[config.mk]
export PLATFORM = sky130hd
export DESIGN_NAME = cordic_phase_gen
export DESIGN_NICKNAME = d
export VERILOG_FILES = /design/src/rtl/cordic_phase_gen.sv
export SDC_FILE = /design/constraint.sdc
export NUM_CORES = 1
export LEC_CHECK = 0
export CAP_MARGIN = 15
export CORE_MARGIN = 10
export CORE_UTILIZATION = 56
export CTS_CLUSTER_SIZE = 40
export DETAILED_ROUTE_END_ITERATION = 8
export PLACE_DENSITY = 0.81
export SETUP_SLACK_MARGIN = 0.05
export SLEW_MARGIN = 30
export SYNTH_ARGS = -nofsm -noshare
export SYNTH_HDL_FRONTEND = slang
export SYNTH_SLANG_ARGS = --single-unit
[constraint.sdc]
create_clock -name clock -period 6.2 [get_ports clock]
set_input_delay 0.62 -clock clock [delete_from_list [all_inputs] [get_ports clock]]
set_output_delay 0.62 -clock clock [all_outputs]
set_load 0.02 [all_outputs]
[src/rtl/cordic_phase_gen.sv]
// cordic_phase_gen: burst phase generator that feeds a CORDIC rotator with a
// quadrant-folded start vector and angle, and tracks rotator output validity.
//
// Ports:
//   clock, reset_n         rising-edge clock, asynchronous active-low reset
//   start, abort           burst start request / immediate burst cancel
//   phase_init, freq_word  starting phase and per-sample increment (65536 = 1 turn)
//   burst_len, rate_div    samples per burst / one sample every rate_div+1 cycles
//   freq_step              (CORDIC_PHASE_SWEEP_EN only) signed chirp step
//   x0, y0, z0             rotator start vector and residual angle (1 rad = 16384)
//   sample_valid           x0/y0/z0 carry a new sample this cycle
//   out_valid              rotator outputs valid, LATENCY cycles after sample_valid
//   busy, done             burst in progress / one-cycle completion pulse
//
// Optional feature: define CORDIC_PHASE_SWEEP_EN for a linear frequency chirp.
module cordic_phase_gen #(
    parameter int AMPLITUDE = 9949,
    parameter int LATENCY   = 16
) (
    input  logic        clock,
    input  logic        reset_n,
    input  logic        start,
    input  logic        abort,
    input  logic [15:0] phase_init,
    input  logic [15:0] freq_word,
    input  logic [11:0] burst_len,
    input  logic [3:0]  rate_div,
`ifdef CORDIC_PHASE_SWEEP_EN
    input  logic [15:0] freq_step,
`endif
    output logic [15:0] x0,
    output logic [15:0] y0,
    output logic [15:0] z0,
    output logic        sample_valid,
    output logic        out_valid,
    output logic        busy,
    output logic        done
);
    typedef enum logic [1:0] {IDLE, RUN, DRAIN} state_t;

    localparam logic [15:0] P_AMP = 16'(AMPLITUDE);
    localparam logic [15:0] P_NEG = 16'(-AMPLITUDE);

    state_t              r_state;
    state_t              w_next;
    logic [15:0]         r_phase;
    logic [15:0]         r_freq;
    logic [11:0]         r_cnt;
    logic [3:0]          r_rate;
    logic [3:0]          r_div;
    logic                r_last;
    logic [LATENCY-1:0]  r_dly;
    logic [LATENCY-1:0]  r_mark;
`ifdef CORDIC_PHASE_SWEEP_EN
    logic [15:0]         r_step;
`endif

    logic               w_accept;
    logic               w_issue;
    logic               w_final;
    logic               w_abort;
    logic               w_empty;
    logic [LATENCY-1:0] w_vnext;
    logic [LATENCY-1:0] w_mnext;
    logic [1:0]         w_q;
    logic [15:0]        w_r;
    logic [15:0]        w_x;
    logic [15:0]        w_y;
    logic [15:0]        w_z;

    assign w_accept = (r_state == IDLE) && start && (burst_len != 12'd0) && !abort;
    assign w_issue  = (r_state == RUN) && (r_div == 4'd0) && !abort;
    assign w_final  = w_issue && (r_cnt == 12'd1);
    assign w_abort  = abort && (r_state != IDLE);

    // Delay line and last-sample marker; the top bit drops off as it becomes out_valid.
    assign w_vnext = LATENCY'({r_dly, sample_valid});
    assign w_mnext = LATENCY'({r_mark, r_last});
    // Empty once nothing but the bit currently presented on out_valid remains.
    assign w_empty = ~|w_vnext;

    // Fold the phase into the quadrant nearest it, leaving a residual of +/- 1/8 turn.
    assign w_q = 2'((r_phase + 16'h2000) >> 14);
    assign w_r = r_phase - {w_q, 14'd0};
    // Turns-to-radians scaling: 25736 / 16384 ~= 2*pi / 4; >>> floors toward -inf.
    assign w_z = 16'((30'($signed(w_r)) * 30'sd25736) >>> 14);
    assign w_x = (w_q == 2'd0) ? P_AMP : (w_q == 2'd2) ? P_NEG : 16'd0;
    assign w_y = (w_q == 2'd1) ? P_AMP : (w_q == 2'd3) ? P_NEG : 16'd0;

    assign busy      = (r_state != IDLE);
    assign out_valid = r_dly[LATENCY-1];
    assign done      = r_dly[LATENCY-1] & r_mark[LATENCY-1];

    always_ff @(posedge clock or negedge reset_n) begin
        if (!reset_n) r_state <= IDLE;
        else          r_state <= w_next;
    end

    always_comb begin
        w_next = r_state;
        case (r_state)
            IDLE:    w_next = w_accept ? RUN : IDLE;
            RUN:     w_next = abort ? IDLE : (w_final ? DRAIN : RUN);
            DRAIN:   w_next = (abort || w_empty) ? IDLE : DRAIN;
            default: w_next = IDLE;
        endcase
    end

    always_ff @(posedge clock or negedge reset_n) begin
        if (!reset_n) begin
            r_phase      <= '0;
            r_freq       <= '0;
            r_cnt        <= '0;
            r_rate       <= '0;
            r_div        <= '0;
            r_last       <= 1'b0;
            r_dly        <= '0;
            r_mark       <= '0;
            x0           <= '0;
            y0           <= '0;
            z0           <= '0;
            sample_valid <= 1'b0;
`ifdef CORDIC_PHASE_SWEEP_EN
            r_step       <= '0;
`endif
        end else begin
            sample_valid <= w_issue;
            r_last       <= w_final;
            r_dly        <= w_abort ? '0 : w_vnext;
            r_mark       <= w_abort ? '0 : w_mnext;
            if (w_accept) begin
                r_phase <= phase_init;
                r_freq  <= freq_word;
                r_cnt   <= burst_len;
                r_rate  <= rate_div;
                r_div   <= 4'd0;
`ifdef CORDIC_PHASE_SWEEP_EN
                r_step  <= freq_step;
`endif
            end else if (r_state == RUN) begin
                r_div <= (r_div == r_rate) ? 4'd0 : r_div + 4'd1;
            end
            if (w_issue) begin
                x0      <= w_x;
                y0      <= w_y;
                z0      <= w_z;
                r_phase <= r_phase + r_freq;
                r_cnt   <= r_cnt - 12'd1;
`ifdef CORDIC_PHASE_SWEEP_EN
                r_freq  <= r_freq + r_step;
`endif
            end
        end
    end
endmodule

==> flow_metrics.py, run 1 <==
metrics = {
    "die": {
        "die_area_um2": 19080,
        "core_area_um2": 13770,
        "die_y_um": 138.1,
        "std_cell_rows": 43,
        "ios": 104,
        "start_util_pct": 56.75,
        "die_x_um": 138.1,
    },
    "global_route": {
        "first_global_vias": 6009,
        "grt_antenna_before_repair": 0,
        "grt_max_degree": 63,
        "grt_usage_pct": 18.21,
        "grt_pass1_wl_mm": 29.38,
        "grt-ovfl-total": 0,
    },
    "yosys": {
        "yosysSeqAreaShare_pct": 35.22,
        "ys_ff_latch": 110,
        "synth_cell_type_count": 64,
        "async_flop_share_pct": 100.0,
        "ys_top_cells_by_area": "dfrtp_1 (35%), ha_1 (14%), fa_1 (8.7%)",
        "synthCells": 816,
        "synth_area_um2": 7816,
        "synthFlopType": "dfrtp_1",
        "syn_nets": 989,
        "ys_warn_count": 0,
        "synth_top_area_cell": "dfrtp_1",
        "synth_edf_count": 0,
        "netlist.area_leader.share_pct": 35.22,
        "synth_area_per_cell_um2": 9.579,
    },
    "critical_path": {
        "r2r_start": "r_phase[13]$_DFFE_PN0P_",
        "crit_path_max_incr_delay_ns": 0.65,
        "crit_type": "reg2reg",
        "rr_worst_depth": 16,
        "arrival_ns": 5.07,
        "crit_start": "r_phase[13]$_DFFE_PN0P_",
        "critPathRequiredTime_ns": 6.42,
        "regToRegSetupSlack_ns": 1.35,
        "r2r_end": "z0[15]$_DFFE_PN0P_",
        "crit_path_end_kind": "flip-flop",
        "critPathCapture": "z0[15]$_DFFE_PN0P_",
        "slowest_stage": "dfrtp_1",
        "critPathLaunchType": "flip-flop",
        "critPathMaxFanout": 11,
        "path_cells": "ha_1 -> xnor2_1 -> fa_1 -> inv_1 -> fa_1 -> xnor2_1 -> xnor2_1 -> ha_1 -> ha_1 -> o21a_1 -> o31a_1 -> o31ai_1 -> o21ai_1 -> or2_4 -> nand4b_1 -> o311ai_2",
    },
    "detailed_routing": {
        "vias_per_cell": 5.486,
        "drc_errors": 0,
        "drtIter0Drc": 411,
        "first_pass_iters": 5,
        "vias": 5875,
        "drtAntennaViolNets": 0,
        "wire_per_inst_um": 16.14,
        "finalWirelength_mm": 17.28,
    },
    "place": {
        "gp_congestion": 0.8706,
        "numPortBuffers": 103,
        "dpl_worst_slack_ns": 1.394,
        "dp.cells": 1055,
        "dp_hpwl_mm": 13.03,
    },
    "sta": {
        "max_slew_margin_pct": 37.62,
        "slew_viol_final": 0,
        "worstMarginPinSlew_ns": 0.9322,
        "fmax_ghz": 0.2063,
        "layout_min_cycle_time_ns": 4.848,
        "rsz0062_at_grt": "no",
        "setup_viol": 0,
        "timing.final.crit_share_pct": 78.19,
        "fin_worst_skew_ns": 0.01433,
        "finalHoldViolCount": 0,
        "finalWorstSetupSlack_ns": 1.352,
        "fin_setup_tns_ns": 0,
        "whs_ns": 0.3225,
    },
    "layout": {
        "drive_above_1_share_pct": 4.377,
        "diodes": 0,
        "layout_common_cells": "nand2_1 (117), dfrtp_1 (110), clkdlybuf4s50_1 (102), ha_1 (87), inv_1 (66)",
        "final_common_cell": "nand2_1",
        "finalNonFillerCells": 1071,
        "fin_nets": 1059,
        "syn_to_final_growth_pct": 16.82,
    },
    "clock_tree": {
        "tritoncts.num_buffers": 9,
        "post_cts_buffers": 0,
        "cts_resized": 0,
        "clockRootBuffer": "clkbuf_16",
        "clock_latency_ns": 0.36,
        "clock-sinks": 110,
        "clk_pin_slew_ns": 0.08,
        "htreeDepth": 3,
        "cts_buffer_depth": 2,
        "ctsHoldBuffers": 0,
        "cts_tree": "built",
    },
    "flow_run": {
        "maxCapViolCount": 0,
    },
    "hold_path": {
        "hold_path.class": "in2async",
    },
    "outcome": {
        "outcome": "complete, no violations",
    },
}
==> how the worst min path moves through the flow <==
| stage | to | startpoint | slack [ns] |
|---|---|---|---|
| 6_report | r_phase[11]$_DFFE_PN0P_ | reset_n | 0.32 |
| 3_3_place_gp | r_mark[3]$_DFF_PN0_ | r_mark[2]$_DFF_PN0_ | 0.43 |
| 2_1_floorplan | r_cnt[0]$_DFFE_PN0P_ | reset_n | 0.32 |
| 5_1_grt | r_phase[12]$_DFFE_PN0P_ | reset_n | 0.38 |
| 3_5_place_dp | r_mark[1]$_DFF_PN0_ | r_mark[0]$_DFF_PN0_ | 0.43 |
| 4_1_cts | r_phase[11]$_DFFE_PN0P_ | reset_n | 0.36 |
==> stage by stage <==
| step | cell area (um^2) | util (%) |
|---|---|---|
| 6_report | 9131 | 66.30 |
| 5_1_grt | 9131 | 66.30 |
| 4_1_cts | 9131 | 66.30 |
| 3_5_place_dp | 8825 | 64.07 |
| 3_3_place_gp | 8825 | 64.07 |
| 2_1_floorplan | 7816 | - |
==> flip-flops by register name, indices dropped and copies added (netlist names) <==
name          cells
r_cnt            12
r_div             4
r_dly            16
r_freq           16
r_last            1
r_mark           16
r_phase          16
r_rate            4
r_state           2
sample_valid      1
x0                3
y0                3
z0               16
==> final cells by class <==
| class | count | area (um^2) |
|---|---|---|
| tap | 180 | 225.2 |
| clock buffer | 10 | 229.0 |
| inverter | 68 | 255.2 |
| timing repair buffer | 108 | 1066 |
| sequential | 110 | 2753 |
| multi-input combinational | 589 | 4526 |
| clock inverter | 6 | 77.57 |
| fill | 1104 | 4642 |
==> layer usage <==
| layer | vias up | share of wire [%] | GRT usage, % |
|---|---|---|---|
| met5 | - | 0 | 0 |
| met4 | 0 | 1.5 | 4.772 |
| met3 | 18 | 4.7 | 5.068 |
| met2 | 143 | 48 | 30.17 |
| met1 | 2818 | 45 | 22.82 |
| li1 | 2896 | - | - |
==> cells by family (layout without fill, tap and decap cells) <==
group | count (synthesis) | count (layout) | share of synthesized area, %
AOI/OAI and AO/OA | 151 | 151 | 12.36
xor gates and xnor gates | 49 | 49 | 5.491
muxes | 7 | 7 | 0.9285
adders and majority gates | 121 | 121 | 22.63
and+or+nand+nor | 261 | 261 | 16.49
buffers and inverters | 117 | 192 | 6.883
DFF | 110 | 110 | 35.22
==> critical path: cells and delay by family, from the launching register on <==
| family | cells | cell delay (ns) |
|---|---|---|
| adder cells (fa/ha/maj) | 5 | 2.07 |
| XOR/XNOR | 3 | 0.78 |
| AO/OA/AOI/OAI | 5 | 0.75 |
| flip-flops | 1 | 0.65 |
| AND/OR/NAND/NOR | 2 | 0.37 |
| buffers and inverters | 1 | 0.09 |
==> synthesized netlist by cell type, types with 10 or more instances <==
library cell	number
a21o_1	10
a21oi_1	43
ha_1	87
clkbuf_1	21
buf_4	26
o21ai_0	39
fa_1	34
dfrtp_1	110
nand3_1	14
xnor2_1	29
inv_1	66
and2_1	36
nor2_1	31
xor2_1	20
nand2_1	117
Power of run 1 is not shown: default switching activity piles up to over one toggle a cycle in this logic, so the estimate is an artifact.
==> run 2, diff against run 1 <==
Settings changed: CORE_UTILIZATION 56 to 51, PLACE_DENSITY 0.81 to 0.78.
Clock period 6.2 ns to 4.4 ns, I/O delays scaled along.
==> run 2 against run 1 <==
Compared with the run above: sequential share of layout area down 1.5 points; final area up 5.6%; register-to-register slack worse by 1.3 ns; fmax up 12%; routed wire length up 5.6%; via count up 2.4%; critical path type unchanged; critical endpoint unchanged; largest cell class unchanged.
==> flow_metrics.py, run 2 (synthesis gave the netlist of run 1 again) <==
metrics = {
    "critical_path": {
        "rr_worst_depth": 16,
        "slowest_stage": "fa_1",
        "critPathMaxFanout": 3,
        "critPathRequiredTime_ns": 4.63,
        "arrival_ns": 4.54,
        "r2r_start": "r_phase[7]$_DFFE_PN0P_",
        "crit_path_end_kind": "flip-flop",
        "crit_type": "reg2reg",
        "regToRegSetupSlack_ns": 0.09,
        "path_cells": "ha_4 -> fa_1 -> fa_1 -> inv_1 -> fa_1 -> inv_2 -> ha_4 -> ha_4 -> a211oi_2 -> nor2_1 -> o31a_1 -> o31ai_2 -> o21ai_2 -> or2_4 -> nand4b_1 -> o311ai_2",
        "critPathLaunchType": "flip-flop",
        "r2r_end": "z0[15]$_DFFE_PN0P_",
        "crit_path_max_incr_delay_ns": 0.53,
    },
    "die": {
        "die_y_um": 143.8,
        "core_area_um2": 15090,
        "die_area_um2": 20680,
        "die_x_um": 143.8,
        "std_cell_rows": 45,
        "start_util_pct": 51.80,
        "ios": 104,
    },
    "detailed_routing": {
        "vias_per_cell": 5.431,
        "vias": 6017,
        "first_pass_iters": 5,
        "drtAntennaViolNets": 0,
        "wire_per_inst_um": 16.47,
        "finalWirelength_mm": 18.25,
        "drc_errors": 0,
        "drtIter0Drc": 307,
    },
    "sta": {
        "setup_viol": 0,
        "fin_setup_tns_ns": 0,
        "layout_min_cycle_time_ns": 4.313,
        "whs_ns": 0.1456,
        "finalHoldViolCount": 0,
        "fmax_ghz": 0.2318,
        "finalWorstSetupSlack_ns": 0.08680,
        "worstMarginPinSlew_ns": 0.8406,
        "timing.final.crit_share_pct": 98.03,
        "slew_viol_final": 0,
        "max_slew_margin_pct": 43.75,
        "rsz0062_at_grt": "yes",
        "fin_worst_skew_ns": 0.01153,
    },
    "layout": {
        "layout_common_cells": "nand2_1 (117), dfrtp_1 (105), clkdlybuf4s50_1 (102), ha_1 (74), inv_1 (65)",
        "diodes": 0,
        "fin_nets": 1089,
        "multiInputGateArea_um2": 4773,
        "final_common_cell": "nand2_1",
        "regArea_um2": 2759,
        "syn_to_final_growth_pct": 23.40,
        "fin_util_pct": 63.92,
        "nFillCells": 1210,
        "drive_above_1_share_pct": 10.87,
    },
    "place": {
        "dp_hpwl_mm": 13.29,
        "gp_congestion": 0.8818,
        "dpl_worst_slack_ns": -0.009446,
        "numPortBuffers": 103,
    },
    "clock_tree": {
        "htreeDepth": 3,
        "clock_latency_ns": 0.36,
        "ctsHoldBuffers": 0,
        "clockRootBuffer": "clkbuf_16",
        "cts_buffer_depth": 2,
        "clock-sinks": 110,
        "clk_pin_slew_ns": 0.08,
        "cts_tree": "built",
        "tritoncts.num_buffers": 9,
    },
    "outcome": {
        "outcome": "complete, no violations",
    },
    "global_route": {
        "first_global_vias": 6044,
        "grt_pass1_wl_mm": 29.08,
        "grt_usage_pct": 17.28,
        "grt-ovfl-total": 0,
        "grt_max_degree": 65,
        "grt_antenna_before_repair": 0,
    },
    "flow_run": {
        "maxCapViolCount": 0,
    },
    "hold_path": {
        "hold_path.class": "in2async",
    },
}
-- run 2: layout make-up --
type,instances,share of cell area [%]
clock inverter,5,0.9210
sequential,110,28.60
timing repair buffer,138,13.43
tap,188,2.439
multi-input combinational,589,49.49
inverter,68,2.646
clock buffer,10,2.478
-- run 2: routing by layer --
layer	global-route usage, %	part of all wire, %
met1	21.67	43
met3	3.894	5.1
met2	28.82	49
met5	0	0
met4	5.696	2.1
-- run 2: worst max path at each step --
stage                                 start                  to
floorplan           r_phase[13]$_DFFE_PN0P_  z0[15]$_DFFE_PN0P_
global placement     r_phase[7]$_DFFE_PN0P_  z0[15]$_DFFE_PN0P_
detailed placement   r_phase[7]$_DFFE_PN0P_  z0[15]$_DFFE_PN0P_
CTS                  r_phase[2]$_DFFE_PN0P_  z0[12]$_DFFE_PN0P_
global route         r_phase[7]$_DFFE_PN0P_  z0[15]$_DFFE_PN0P_
finish               r_phase[7]$_DFFE_PN0P_  z0[15]$_DFFE_PN0P_
-- run 2: what timing repair did --
action | 4_1_cts | 5_1_grt
hold endpoints to repair | 0 | 0
endpoints found under the setup margin | 2 | 9
pin swaps | 2 | 30
setup buffers | 2 | 5
resized for setup | 5 | 30
-- run 2: critical path: cells and delay by family, from the launching register on --
| family | cells | cell delay [ns] |
|---|---|---|
| AOI/OAI and AO/OA | 5 | 0.93 |
| adders and majority gates | 6 | 2.23 |
| buffers and inverters | 2 | 0.10 |
| DFF | 1 | 0.45 |
| and+or+nand+nor | 3 | 0.47 |
-- run 2: through the flow --
stage | area [um^2] | instances
after floorplan | 7848 | 816
after global placement | 9039 | 1086
after detailed placement | 9039 | 1086
after CTS | 9409 | 1103
final | 9646 | 1108
after global routing | 9646 | 1108
Power of run 2 is left out for the same reason.
==> run 3, diff against run 2 <==
Settings changed: ABC_AREA set to 1, CORE_UTILIZATION 51 to 52, PLACE_DENSITY 0.78 to 0.84.
==> run 3 against run 2 <==
Compared with the run above: synthesized cell count up 31%; area after synthesis up 7.9%; sequential share of layout area down 0.73 points; via count increased by 19%; die area is 5.0% higher; final area grew 2.6%; fmax rose by 4.1%; first-iteration DRC count rose by 110%; setup slack better by 0.17 ns; largest cell class unchanged; critical endpoint is now z0[14]$_DFFE_PN0P_; cell count rose by 24%; clock skew shrank 0.0012 ns.
==> flow_metrics.py, run 3 <==
metrics = {
    "outcome": {
        "outcome": "complete, no violations",
    },
    "yosys": {
        "synth_xor_xnor_area_share_pct": 3.426,
        "muxShareOfSynthArea_pct": 0,
        "ys_warn_count": 0,
        "synth_top_area_cell": "dfrtp_1",
        "synth_area_per_cell_um2": 7.869,
        "syn_nets": 1245,
        "synthSimpleGateAreaFrac_pct": 23.26,
        "synthTopCellsByCount": "nand2_1 (271), inv_1 (153), dfrtp_1 (110)",
        "netlist.area_leader.share_pct": 32.63,
        "synthCells": 1072,
        "ys_ff_latch": 110,
        "synth_most_common_cell": "nand2_1",
        "ys_top_cells_by_area": "dfrtp_1 (33%), ha_1 (13%), nand2_1 (12%)",
        "async_flop_share_pct": 100.0,
        "synth_edf_count": 0,
        "synth_cell_type_count": 40,
        "synthFlopType": "dfrtp_1",
        "synth_compound_area_share_pct": 8.692,
        "yosysSeqAreaShare_pct": 32.63,
        "synth_top_family_by_area": "simple AND/OR/NAND/NOR gates",
        "synth_fa_ha_area_share_pct": 20.97,
        "synth_area_um2": 8436,
    },
    "clock_tree": {
        "cts_resized": 0,
        "cts_buffer_depth": 2,
        "clk_pin_slew_ns": 0.07,
        "cts_tree": "built",
        "clock-sinks": 110,
        "clockRootBuffer": "clkbuf_16",
        "htreeDepth": 3,
        "ctsHoldBuffers": 0,
        "tritoncts.num_buffers": 9,
        "post_cts_buffers": 0,
        "clock_latency_ns": 0.37,
    },
    "critical_path": {
        "crit_family": "adder cells",
        "cp.buffers_inverters": 2,
        "critPathMaxFanout": 7,
        "path_cells": "ha_1 -> fa_1 -> fa_1 -> inv_1 -> fa_1 -> inv_1 -> ha_1 -> ha_1 -> a21oi_1 -> a21boi_1 -> nand2_1 -> nand2_1 -> nand3_1 -> nand2_1 -> nand3_1 -> nand2_1",
        "crit_cells": 16,
        "critPathLaunchType": "flip-flop",
        "slowest_stage": "fa_1",
        "rr_worst_depth": 16,
        "crit_path_end_kind": "flip-flop",
        "crit_type": "reg2reg",
        "crit_path_max_incr_delay_ns": 0.51,
        "arrival_ns": 4.45,
        "cpMostUsedCell": "nand2_1",
        "regToRegSetupSlack_ns": 0.26,
        "critPathRequiredTime_ns": 4.71,
    },
    "layout": {
        "nFillCells": 1431,
        "drive_above_1_share_pct": 5.368,
        "syn_to_final_growth_pct": 17.29,
        "fin_nets": 1323,
        "layout_common_cells": "nand2_1 (271), inv_1 (153), nor2_1 (107), dfrtp_1 (106), clkdlybuf4s50_1 (102)",
        "diodes": 0,
        "final_common_cell": "nand2_1",
        "fin_util_pct": 62.29,
    },
    "sta": {
        "finalHoldViolCount": 0,
        "worstMarginPinSlew_ns": 0.8009,
        "layout_min_cycle_time_ns": 4.144,
        "rsz0062_at_grt": "yes",
        "setup_viol": 0,
        "fmax_ghz": 0.2413,
        "timing.final.crit_share_pct": 94.19,
        "slew_viol_final": 0,
        "fin_setup_tns_ns": 0,
        "max_slew_margin_pct": 46.60,
        "fin_worst_skew_ns": 0.01037,
    },
    "place": {
        "dp_hpwl_mm": 15.72,
        "numPortBuffers": 103,
        "gp_congestion": 0.9094,
    },
    "global_route": {
        "grt_pass1_wl_mm": 33.81,
        "grt_antenna_before_repair": 0,
        "grt-ovfl-total": 0,
        "grt_max_degree": 82,
        "grt_usage_pct": 18.70,
        "first_global_vias": 7110,
    },
    "detailed_routing": {
        "first_pass_iters": 6,
        "drc_errors": 0,
        "wire_per_inst_um": 14.78,
        "vias": 7152,
        "drtAntennaViolNets": 0,
        "finalWirelength_mm": 20.26,
        "vias_per_cell": 5.217,
        "drtIter0Drc": 645,
    },
    "hold_path": {
        "hold_path.class": "in2async",
    },
    "die": {
        "std_cell_rows": 46,
        "start_util_pct": 53.10,
        "ios": 104,
        "die_area_um2": 21720,
        "die_y_um": 147.4,
        "core_area_um2": 15890,
        "die_x_um": 147.4,
    },
    "flow_run": {
        "maxCapViolCount": 0,
    },
}
## run 3: changes by cell type after synthesis, sizes merged, moves of 6 or more
cell / previous run / this run
nand2: 117 / 273
and3: 8 / 0
and2: 36 / 1
a21o: 10 / 1
clkbuf: 21 / 5
nand3: 15 / 50
a21oi: 43 / 49
inv: 68 / 158
buf: 28 / 42
xnor2: 29 / 14
nor2: 31 / 112
## run 3: kinds of logic (layout without fill, tap and decap cells)
family / count (synthesis) / in the layout
xor gates and xnor gates: 33 / 33
DFF: 110 / 110
adders and majority gates: 121 / 121
and+or+nand+nor: 473 / 473
buffers and inverters: 205 / 288
AOI/OAI and AO/OA: 130 / 130
## run 3: worst reg2reg max path, stage by stage, from the launching register on
cell,delay [ns]
dfrtp_2,0.47
ha_1,0.33
fa_1,0.48
fa_1,0.51
inv_1,0.05
fa_1,0.49
inv_1,0.04
ha_1,0.29
ha_1,0.37
a21oi_1,0.25
a21boi_1,0.29
nand2_1,0.08
nand2_1,0.11
nand3_1,0.09
nand2_1,0.07
nand3_1,0.07
nand2_1,0.08
## run 3: path summary, 6_finish.rpt
path                                              from                endpoint
worst min-delay path                           reset_n     r_dly[12]$_DFF_PN0_
worst max-delay path            r_phase[5]$_DFFE_PN0P_      z0[14]$_DFFE_PN0P_
max in group asynchronous                      reset_n  r_phase[7]$_DFFE_PN0P_
worst min register to register    r_mark[14]$_DFF_PN0_    r_mark[15]$_DFF_PN0_
worst max register to register  r_phase[5]$_DFFE_PN0P_      z0[14]$_DFFE_PN0P_
min in group clock                r_mark[14]$_DFF_PN0_    r_mark[15]$_DFF_PN0_
## run 3: layout make-up
cell class	count	area [um^2]	share of cell area, %
timing repair buffer	114	1115	11.27
tap	216	270.3	2.731
clock buffer	10	239.0	2.415
inverter	158	595.6	6.019
clock inverter	6	91.34	0.9231
sequential	110	2758	27.87
multi-input combinational	757	4826	48.77
## run 3: per-stage QoR
step	area (um^2)	cells	worst slack (ns)	hold slack, ns
after floorplan	8436	1072	0.3157	0.1444
after global placement	9485	1355	0.1646	0.4513
after detailed placement	9494	1355	0.1197	0.4585
after CTS	9824	1371	0.1097	0.1523
after global routing	9894	1371	0.03555	0.1708
final	9894	1371	0.2558	0.1081
## run 3: routing by layer
| metal | up-vias | part of all wire, % | GRT usage [%] |
|---|---|---|---|
| met5 | - | 0 | 0 |
| met4 | 0 | 1.6 | 5.600 |
| met3 | 34 | 5.5 | 4.115 |
| met2 | 210 | 48 | 31.40 |
| met1 | 3364 | 45 | 23.52 |
| li1 | 3544 | - | - |
Power of run 3 is left out for the same reason.
